==> config.mk <==
export PLATFORM = sky130hd
export DESIGN_NAME = dice_roll_ctrl
export DESIGN_NICKNAME = d
export VERILOG_FILES = /design/src/rtl/dice_roll_ctrl.sv
export SDC_FILE = /design/constraint.sdc
export NUM_CORES = 1
export LEC_CHECK = 0
export BUFFER_PORTS_ARGS = -buffer_cell sky130_fd_sc_hd__clkbuf_2
export CAP_MARGIN = 20
export CORE_UTILIZATION = 38
export CTS_CLUSTER_DIAMETER = 120
export DETAILED_ROUTE_END_ITERATION = 16
export PLACE_DENSITY_LB_ADDON = 0.1
export SYNTH_ARGS = -nofsm -noshare
export SYNTH_HDL_FRONTEND = slang
export SYNTH_SLANG_ARGS = --single-unit
export TNS_END_PERCENT = 5
==> constraint.sdc <==
create_clock -name clk_in -period 8.45 [get_ports clk_in]
set_clock_uncertainty 0.2 [all_clocks]
set_input_delay 0.845 -clock clk_in [delete_from_list [all_inputs] [get_ports clk_in]]
set_output_delay 0.845 -clock clk_in [all_outputs]
set_load 0.05 [all_outputs]
==> src/rtl/dice_roll_ctrl.sv <==
// Purpose : dice roll sequencer; steps the face at a slowing rate after a start press, then holds the result.
// Latency : first tick BASE_DIV cycles after the accepted start edge; busy/face/stage registered, tick/done decoded from state.
// Backpressure: none; start edges during a roll are dropped, not queued.
//
// Ports:
//   clk_in  system clock, rising edge
//   rst     asynchronous active-high reset
//   start   debounced roll request (level; rising edge detected here)
//   face    current face 1..6
//   busy    high while rolling
//   tick    one-cycle strobe per face step
//   done    one-cycle strobe on the final face step
//   stage   current stage index, 0 when not rolling
module dice_roll_ctrl #(
    parameter int unsigned BASE_DIV        = 1000,
    parameter int unsigned STEP_DIV        = 500,
    parameter int unsigned STEPS_PER_STAGE = 4,
    parameter int unsigned NUM_STAGES      = 6
) (
    input  logic       clk_in,
    input  logic       rst,
    input  logic       start,
    output logic [2:0] face,
    output logic       busy,
    output logic       tick,
    output logic       done,
    output logic [2:0] stage
);

    typedef enum logic [1:0] {
        S_IDLE = 2'd0,
        S_ROLL = 2'd1,
        S_HOLD = 2'd2
    } state_t;

    state_t      state;
    state_t      state_nxt;

    logic [2:0]  seed;
    logic        start_d;
    logic [31:0] div_cnt;
    logic [31:0] div_lim;
    logic [31:0] step;

    logic        start_edge;
    logic        step_hit;
    logic        stage_end;
    logic        last_stage;

    assign start_edge = start & ~start_d;
    // A face step falls on the last cycle of the current step period.
    assign step_hit   = (state == S_ROLL) && (div_cnt == div_lim - 32'd1);
    assign stage_end  = (step == 32'(STEPS_PER_STAGE - 1));
    assign last_stage = (stage == 3'(NUM_STAGES - 1));

    assign tick = step_hit;
    assign done = step_hit & stage_end & last_stage;

    // State register
    always_ff @(posedge clk_in or posedge rst) begin
        if (rst) begin
            state <= S_IDLE;
        end else begin
            state <= state_nxt;
        end
    end

    // Next-state logic; HOLD differs from IDLE only in the face it displays.
    always_comb begin
        state_nxt = state;
        case (state)
            S_IDLE, S_HOLD: begin
                if (start_edge) begin
                    state_nxt = S_ROLL;
                end
            end
            S_ROLL: begin
                if (done) begin
                    state_nxt = S_HOLD;
                end
            end
            default: state_nxt = S_IDLE;
        endcase
    end

    // Datapath: seed, edge detect, divider, step/stage counters, face.
    always_ff @(posedge clk_in or posedge rst) begin
        if (rst) begin
            seed    <= 3'd0;
            start_d <= 1'b0;
            face    <= 3'd1;
            busy    <= 1'b0;
            stage   <= 3'd0;
            step    <= 32'd0;
            div_cnt <= 32'd0;
            div_lim <= 32'(BASE_DIV);
        end else begin
            seed    <= (seed == 3'd5) ? 3'd0 : seed + 3'd1;
            start_d <= start;
            // Registered so busy covers the cycle after acceptance through the done cycle.
            busy    <= (state_nxt == S_ROLL);

            if (state != S_ROLL) begin
                if (start_edge) begin
                    face    <= seed + 3'd1;
                    stage   <= 3'd0;
                    step    <= 32'd0;
                    div_cnt <= 32'd0;
                    div_lim <= 32'(BASE_DIV);
                end
            end else if (step_hit) begin
                div_cnt <= 32'd0;
                face    <= (face == 3'd6) ? 3'd1 : face + 3'd1;
                if (stage_end) begin
                    step <= 32'd0;
                    if (last_stage) begin
                        stage <= 3'd0;
                    end else begin
                        stage   <= stage + 3'd1;
                        // Each later stage slows the animation by STEP_DIV cycles per step.
                        div_lim <= div_lim + 32'(STEP_DIV);
                    end
                end else begin
                    step <= step + 32'd1;
                end
            end else begin
                div_cnt <= div_cnt + 32'd1;
            end
        end
    end

endmodule

==> impl_metrics.tcl, run 1 <==
set metrics [dict create \
    status "finished, final reports clean" \
    antenna_found_initial 0 \
    rrSetupSlack_ns 3.93 \
    r2r_cells 12 \
    grt_pass1_vias 6380 \
    nets 846 \
    cts_htree_levels 3 \
    cts_buffers 9 \
    numPortBuffers 11 \
    gr-total-overflow 0 \
    crit_type "reg2out" \
    die_w_um 140 \
    cts.root.buffer_cell "clkbuf_16" \
    crit_arrival_ns 4.06 \
    maxSlewViolCount 0 \
    core.rowCount 50 \
    die_h_um 140 \
    final_area_um2 7690 \
    postCtsSetupRepairBufs 0 \
    routed_wl_um 19700 \
    critPathCaptureType "output pin" \
    mappedNetlistArea_um2 7240 \
    fin_tns_setup_ns 0 \
    holdBufCountCts 0 \
    clkLatencyLatePin_ns 0.36 \
    top_layer "met4" \
    vias_per_cell 6.16 \
    dieArea_um2 19600 \
    yosys-top-cells-area "dfrtp_1 (35%), nand2_1 (4.3%), a21oi_1 (3.9%)" \
    yosysTopAreaCellShare 0.346 \
    start_util 0.387 \
    hpwl_um 13400 \
    critPathMaxFanout 10 \
    yosysTopAreaCell "dfrtp_1" \
    fmax_mhz 196 \
    synth-seq-cells 107 \
    m1WireLength_um 8950 \
    cts_sinks 107 \
    synth_cell_types 72 \
    critPathSlowestCell "dfrtp_1" \
    cts_buffer_depth 2 \
    grt_max_degree 76 \
    hold_viol 0 \
    pin_count 12 \
    worstSetupStartpointType "flip-flop" \
    worst_pin_slew_ns 1.03 \
    drt-initial-drc-count 462 \
    ys.flop_type "dfrtp_1" \
    nFillCells 1838 \
    slew_headroom 0.312 \
    vias 6615 \
    routed-wl-met3_um 720 \
    dr.pass1.iters 5 \
    dp.cells 1058 \
    mostFrequentLayoutCell "dfrtp_1" \
    final_cell_mix "dfrtp_1 (100), nand2_1 (82), a21oi_1 (56)" \
    cp_cell_sequence "inv_1 -> ha_1 -> nor3b_2 -> nand4_4 -> or3_1 -> a211oi_2 -> nand4_1 -> nor4b_4 -> nand2_1 -> nor4_1 -> clkbuf_2" \
    cp_slowest_stage_delay_ns 0.45 \
    cts_tree "yes" \
    syn_to_final_growth_pct 6.15 \
    postPlaceCellArea_um2 7360 \
    syn_inst 873 \
    finalNonFillerCells 1074 \
    syn_avg_cell_area_um2 8.29 \
    hold_path_class "in2async" \
    layout-drive-gt1-share 0.0810 \
    power.density_nw_per_um2 132 \
    antennaDiodeCount 0 \
    post_cts_resized 0 \
    syn_nets 883 \
    vdd_drop_max_v 0.0000940 \
    setup_viol 0 \
    drc 0 \
    wl_per_cell_um 18.4 \
    rsz0062_at_grt "false" \
    globalplace.congestion 0.869 \
    min_period_over_period 0.604 \
    synth_edf_count 0 \
    required_ns 7.40 \
    yosys_warnings 0 \
    p_leak_nw 2.97 \
    drtAntennaViolNets 0 \
    routed-wl-met2_um 9650 \
    grt_use_total 0.210 \
    coreArea_um2 18700 \
    synthArstFlopShare 1.00 \
    drv_cap 0 \
    layout_min_cycle_time_ns 5.10 \
    clkTransAtPathRegs_ns 0.07 \
    ys_seq_area_frac 0.371 \
    grt_pass1_wl_um 32900 \
]
==> flip-flops by register name, summed over array words and instances (netlist names) <==
register  cells
busy          1
div_cnt      32
div_lim      30
face          3
seed          3
stage         3
start_d       1
state         2
step         32
==> worst paths after layout <==
| path | end | start |
|---|---|---|
| min | div_lim[14] | rst |
| max | done | div_lim[2] |
| max in group asynchronous | face[0] | rst |
| max reg2reg | face[2] | div_lim[2] |
| min in group clk_in | step[27] | step[27] |
| min reg2reg | step[27] | step[27] |
==> per-layer routing <==
layer  GRT usage  vias to the layer above
met5           0                        -
li1            -                     3177
met3      0.0379                       29
met2       0.361                      140
met4      0.0671                        0
met1       0.267                     3269
==> power by group <==
group | internal, mW | total, mW | switching, mW
logic | 0.0133 | 0.0377 | 0.0244
clock network | 0.240 | 0.446 | 0.205
registers | 0.518 | 0.530 | 0.0119
==> final cells by class <==
cell class	count	area, um^2	share of cell area
well taps	234	293	0.0381
repair buffers	21	150	0.0195
clock inverters	4	57.6	0.00749
inverters	12	47.5	0.00619
clock buffers	11	243	0.0316
flip-flops and latches	107	2690	0.350
multi-input cells	685	4210	0.548
==> Yosys cell counts, types with 3 or more instances <==
| master | instances |
|---|---|
| nor4_2 | 3 |
| a211oi_1 | 4 |
| mux2_2 | 4 |
| and2_1 | 5 |
| mux2i_1 | 3 |
| a41oi_1 | 5 |
| o211ai_1 | 15 |
| dfstp_2 | 7 |
| inv_1 | 12 |
| nand3_1 | 53 |
| a221o_1 | 5 |
| buf_4 | 4 |
| buf_6 | 3 |
| ha_1 | 7 |
| dfrtp_1 | 100 |
| a311oi_1 | 3 |
| nand4_1 | 27 |
| nor3_1 | 44 |
| nor4_1 | 18 |
| nor2_1 | 57 |
| buf_2 | 13 |
| a21o_1 | 5 |
| o21ai_0 | 49 |
| o31a_1 | 5 |
| nand3b_1 | 5 |
| and3_1 | 26 |
| or3_1 | 20 |
| xor2_1 | 20 |
| o21a_1 | 5 |
| nor2b_1 | 4 |
| nand2_1 | 82 |
| a21oi_1 | 56 |
| and4_1 | 10 |
| o31ai_1 | 15 |
| o22ai_1 | 3 |
| clkbuf_1 | 49 |
| a31oi_1 | 24 |
| nand2b_1 | 18 |
| or4_1 | 23 |
| xnor2_1 | 23 |
==> logic make-up after synthesis <==
kind of cell,count (synthesis),synth area share
muxes,7,0.0104
xor gates and xnor gates,43,0.0520
buffers and inverters,81,0.0494
adders and majority gates,7,0.0121
and+or+nand+nor,416,0.318
AOI/OAI and AO/OA,212,0.187
DFF,107,0.371
==> stage by stage <==
stage / worst slack [ns] / power (mW) / utilization / hold WS (ns)
after global placement: 3.86 / 0.575 / 0.393 / 0.281
after floorplan: 3.38 / 0.566 / - / 0.246
after CTS: 3.32 / 1.03 / 0.409 / 0.293
final: 3.35 / 1.01 / 0.411 / 0.292
after global routing: 3.02 / 1.05 / 0.411 / 0.326
after detailed placement: 3.74 / 0.577 / 0.393 / 0.277
==> worst max-delay path: cells and delay by family (launching register included) <==
family	cells	cell delay, ns
flops	1	0.45
simple gates	7	2.25
fa+ha+maj	1	0.28
compound gates	1	0.27
buf+inv	2	0.44
No activity file was read; power rests on OpenSTA's default activity.
==> run 2: changes to the inputs <==
Settings changed: ABC_AREA from default to 1.
Clock period 8.45 ns to 5.3 ns, I/O delays scaled along.
==> impl_metrics.tcl, run 2 <==
set metrics [dict create \
    hold_viol 0 \
    cts_buffer_depth 2 \
    dp.cells 1553 \
    synth-seq-cells 107 \
    cts_htree_levels 3 \
    critPathCaptureType "output pin" \
    synthTopCellsByCount "nand2_1 (380), nor2_1 (183), inv_1 (125)" \
    syn_nets 1331 \
    gr-total-overflow 0 \
    ys_seq_area_frac 0.312 \
    worstSetupStartpointType "flip-flop" \
    reg.largest.list "div_cnt (32), step (32), div_lim (30)" \
    post_cts_resized 0 \
    nets 1294 \
    dieArea_um2 23200 \
    start_util 0.391 \
    min_period_over_period 0.766 \
    cts_tree "yes" \
    synth.most_common_cell "nand2_1" \
    routed_wl_um 26300 \
    synthArstFlopShare 1.00 \
    holdBufCountCts 0 \
    cts_buffers 9 \
    synth_edf_count 0 \
    slew_headroom 0.457 \
    layout-drive-gt1-share 0.0745 \
    syn_avg_cell_area_um2 6.51 \
    yosys_warnings 0 \
    die_h_um 152 \
    holdWs_ns 0.0764 \
    required_ns 4.57 \
    hpwl_um 19600 \
    yosysTopAreaCell "dfrtp_1" \
    drtAntennaViolNets 0 \
    numPortBuffers 11 \
    critPathMaxFanout 11 \
    fin_tns_setup_ns 0 \
    crit_type "reg2out" \
    globalplace.congestion 0.906 \
    ys.flop_type "dfrtp_1" \
    pin_count 12 \
    drc 0 \
    core.rowCount 54 \
    wl_per_cell_um 16.8 \
    power.density_nw_per_um2 407 \
    clkTransAtPathRegs_ns 0.09 \
    syn_inst 1321 \
    antennaDiodeCount 0 \
    cts_sinks 107 \
    grt_max_degree 70 \
    rsz0062_at_grt "false" \
    layout_min_cycle_time_ns 4.06 \
    critPathSlowestCell "dfrtp_1" \
    setup_viol 0 \
    grt_pass1_vias 7841 \
    vias 8280 \
    clkLatencyLatePin_ns 0.37 \
    maxSlewViolCount 0 \
    vdd_drop_max_v 0.000232 \
    postCtsSetupRepairBufs 0 \
    yosysTopAreaCellShare 0.291 \
    die_w_um 152 \
    fmax_mhz 246 \
    crit_buf_inv 3 \
    p_leak_nw 4.09 \
    status "finished, final reports clean" \
    cp_slowest_stage_delay_ns 0.48 \
    drt-initial-drc-count 649 \
    grt_use_total 0.232 \
    yosys-top-cells-area "dfrtp_1 (29%), nand2_1 (17%), xor2_1 (8.2%)" \
    cts.root.buffer_cell "clkbuf_16" \
    grt_pass1_wl_um 42600 \
    finalNonFillerCells 1569 \
    cpMostUsedCell "nand2_1" \
    cpLargestDelayFamily "simple AND/OR/NAND/NOR gates" \
    crit_arrival_ns 3.33 \
    drv_cap 0 \
    antenna_found_initial 0 \
    coreArea_um2 22000 \
    hold_path_class "in2reg" \
    cp_cell_sequence "inv_2 -> ha_1 -> nand2_2 -> nor2_2 -> nand2_1 -> xor2_1 -> nand2_1 -> nor2_1 -> nand2_1 -> nor2_1 -> nand2_1 -> nor2_1 -> nand2_1 -> inv_1 -> clkbuf_2" \
    mappedNetlistArea_um2 8600 \
    final_cell_mix "nand2_1 (379), nor2_1 (182), inv_1 (123)" \
    syn_to_final_growth_pct 5.70 \
    mostFrequentLayoutCell "nand2_1" \
    worst_pin_slew_ns 0.814 \
    vias_per_cell 5.28 \
    synth_cell_types 35 \
    p_total_mw 3.70 \
    dr.pass1.iters 5 \
]
-- run 2: cell count changes after synthesis, sizes merged, moves of 16 or more --
cell and delta:
a31oi -23, o22ai +18, o31ai -16, inv +115, a21oi -45, nand2 +304, xor2 +61, nand4 +44
or2 +20, nor2 +136, and3 -26, or3 -20, nand2b -18, or4 -23
-- run 2: logic make-up after synthesis --
logic type      after synthesis  synth area share
buf+inv                     194            0.0896
flops                       107             0.312
xor+xnor                    105             0.107
simple gates                811             0.416
fa+ha+maj                     7            0.0102
compound gates               97            0.0646
-- run 2: worst register-to-register path, delay by kind of cell (launching register included) --
kind	cells	cell delay [ns]
AND/OR/NAND/NOR	12	2.63
AO/OA/AOI/OAI	1	0.07
flip-flops	1	0.48
adder cells (fa/ha/maj)	1	0.23
buffers and inverters	1	0.13
-- run 2: power by group --
group | leakage, nW | switching, mW | internal [mW]
Clock | 0.146 | 0.359 | 0.347
Sequential | 1.43 | 0.366 | 1.01
Combinational | 2.51 | 1.09 | 0.531
-- run 2: area by class of cell --
type	count	area [um^2]
clock buffers	10	239
clock inverters	6	63.8
fillers	2341	12900
inverters	127	479
multi-input cells	1020	5160
flip-flops and latches	107	2690
well taps	280	350
repair buffers	19	115
-- run 2: path summary, 6_finish.rpt --
path / from / end / slack [ns] / depth (start not counted)
worst max-delay path: div_lim[2] / done / 1.24 / 15
worst min-delay path: start / start_d / 0.08 / 1
worst max register to register: div_lim[2] / step[19] / 1.43 / 15
worst min register to register: seed[0] / seed[0] / 0.29 / 1
max in group asynchronous: rst / div_lim[26] / 3.66 / 3
min in group asynchronous: rst / div_cnt[27] / 0.09 / 2
-- run 2: metrics by stage --
stage / utilization / cell area, um^2 / worst slack [ns]
2_1_floorplan: - / 8600 / 1.76
4_1_cts: 0.413 / 9090 / 1.23
6_report: 0.413 / 9090 / 1.24
3_3_place_gp: 0.399 / 8790 / 1.53
3_5_place_dp: 0.399 / 8790 / 1.46
5_1_grt: 0.413 / 9090 / 0.889
-- run 2: routing by layer --
layer | global-route usage | share of wire | wire length [um]
met1 | 0.335 | 0.49 | 12800
met2 | 0.358 | 0.43 | 11400
met3 | 0.0336 | 0.058 | 1520
met4 | 0.0669 | 0.020 | 518
met5 | 0 | 0 | 0
==> run 3: changes to the inputs <==
Settings changed: ABC_AREA 1 to 0.
Clock period 5.3 ns to 3.7 ns, I/O delays scaled along.
==> impl_metrics.tcl, run 3 (same netlist as run 1, synthesis figures left out) <==
set metrics [dict create \
    status "complete, but fails checks" \
    violations "hold timing, setup timing" \
    drv_cap 0 \
    cts_tree "yes" \
    antenna_found_initial 0 \
    cts_sinks 107 \
    grt_pass1_wl_um 33800 \
    hpwl_um 14300 \
    reg.largest.list "div_cnt (32), step (32), div_lim (30)" \
    vias 6794 \
    fin_util 0.453 \
    pin_count 12 \
    core.rowCount 50 \
    cts.root.buffer_cell "clkbuf_16" \
    cts_buffers 9 \
    cts_buffer_depth 2 \
    drtAntennaViolNets 0 \
    r2r-start "div_lim[18]" \
    coreArea_um2 18700 \
    start_util 0.387 \
    maxSlewViolCount 0 \
    cp-startpoint "div_lim[18]" \
    dieArea_um2 19600 \
    crit_arrival_ns 3.20 \
    clkLatencyLatePin_ns 0.36 \
    power.density_nw_per_um2 277 \
    p_leak_nw 3.36 \
    r2r_cells 12 \
    vdd_drop_max_v 0.000226 \
    worst_pin_slew_ns 0.863 \
    dr.pass1.iters 5 \
    drt-initial-drc-count 373 \
    r2r_end "div_lim[28]" \
    antennaDiodeCount 0 \
    dp.cells 1104 \
    hold_viol 24 \
    slew_headroom 0.423 \
    grt_use_total 0.217 \
    hold_path_class "in2async" \
    place_ws_ns -0.0919 \
    final_cell_mix "dfrtp_1 (97), nand2_1 (81), buf_4 (62)" \
    mostFrequentLayoutCell "dfrtp_1" \
    grt_pass1_vias 6552 \
    vias_per_cell 5.98 \
    postPlaceCellArea_um2 7820 \
    finalNonFillerCells 1137 \
    globalplace.congestion 0.939 \
    setup_ws_ns -0.0725 \
    drc 0 \
    required_ns 3.13 \
    rrSetupSlack_ns 0.01 \
    fmax_mhz 265 \
    numPortBuffers 11 \
    critPathMaxFanout 3 \
    layout-drive-gt1-share 0.183 \
    gr-total-overflow 0 \
    crit_end "tick" \
    die_w_um 140 \
    holdWs_ns -0.0188 \
    layout_min_cycle_time_ns 3.77 \
    nets 908 \
    wl_per_cell_um 18.1 \
    worstSetupStartpointType "flip-flop" \
    die_h_um 140 \
    critPathCaptureType "output pin" \
    min_period_over_period 1.02 \
    syn_to_final_growth_pct 17.0 \
    routed_wl_um 20600 \
    rsz0062_at_grt "true" \
    final_area_um2 8470 \
    p_total_mw 2.34 \
    crit_type "reg2out" \
    fin_tns_setup_ns -0.145 \
    cts_htree_levels 3 \
    clkTransAtPathRegs_ns 0.08 \
    setup_viol 2 \
    grt_max_degree 64 \
    nFillCells 1803 \
]
-- run 3: cell count changes in the layout (fill, tap and decap cells not counted), moves of 26 or more --
cell | previous run | this run
a21oi_1 | 11 | 52
and3_1 | 0 | 26
buf_4 | 8 | 62
inv_1 | 123 | 9
nand2_1 | 379 | 81
nand4_1 | 73 | 27
nor2_1 | 182 | 54
o21ai_0 | 22 | 49
o21ai_1 | 28 | 1
xor2_1 | 81 | 20
-- run 3: metal layers --
layer  GRT usage  vias to the layer above  part of all wire
li1            -                     3313                 -
met5           0                        -                 0
met2       0.377                      123              0.49
met3      0.0280                       37             0.026
met1       0.276                     3321              0.46
met4      0.0804                        0             0.023
-- run 3: repair_timing --
| action | CTS | global route |
|---|---|---|
| setup buffers | 13 | 3 |
| setup endpoints to repair | 39 | 60 |
| hold buffers | 1 | 0 |
| hold endpoints to repair | 1 | 0 |
| pin swaps | 13 | 21 |
| resized for setup | 17 | 31 |
-- run 3: layout make-up --
cell class	count	area, um^2	area share
clock inverters	4	56.3	0.00665
well taps	234	293	0.0346
flip-flops and latches	107	2690	0.317
repair buffers	83	714	0.0843
clock buffers	12	246	0.0291
inverters	12	47.5	0.00561
multi-input cells	685	4430	0.522
-- run 3: critical path, stage by stage, from the launching register on --
cell     delay, ns
dfrtp_1       0.43
or3_4         0.40
or2_1         0.24
or3_4         0.40
o31ai_4       0.23
nand4_1       0.19
nor4b_4       0.36
nand2_2       0.16
buf_4         0.18
nor2_4        0.10
buf_12        0.14
-- run 3: how the worst min path moves through the flow --
stage | from | endpoint | slack (ns) | depth (start not counted)
CTS | rst | div_lim[16] | 0.01 | 2
global placement | div_lim[3] | div_lim[3] | 0.29 | 2
global route | rst | div_cnt[3] | 0.05 | 2
finish | rst | div_cnt[3] | -0.02 | 2
floorplan | start | start_d | 0.20 | 0
detailed placement | div_lim[3] | div_lim[3] | 0.29 | 2
-- run 3: power breakdown --
group | leakage, nW | switching [mW] | internal [mW]
logic | 1.92 | 0.0725 | 0.0447
registers | 1.29 | 0.0196 | 1.18
clock network | 0.148 | 0.472 | 0.553
total | 3.36 | 0.564 | 1.78
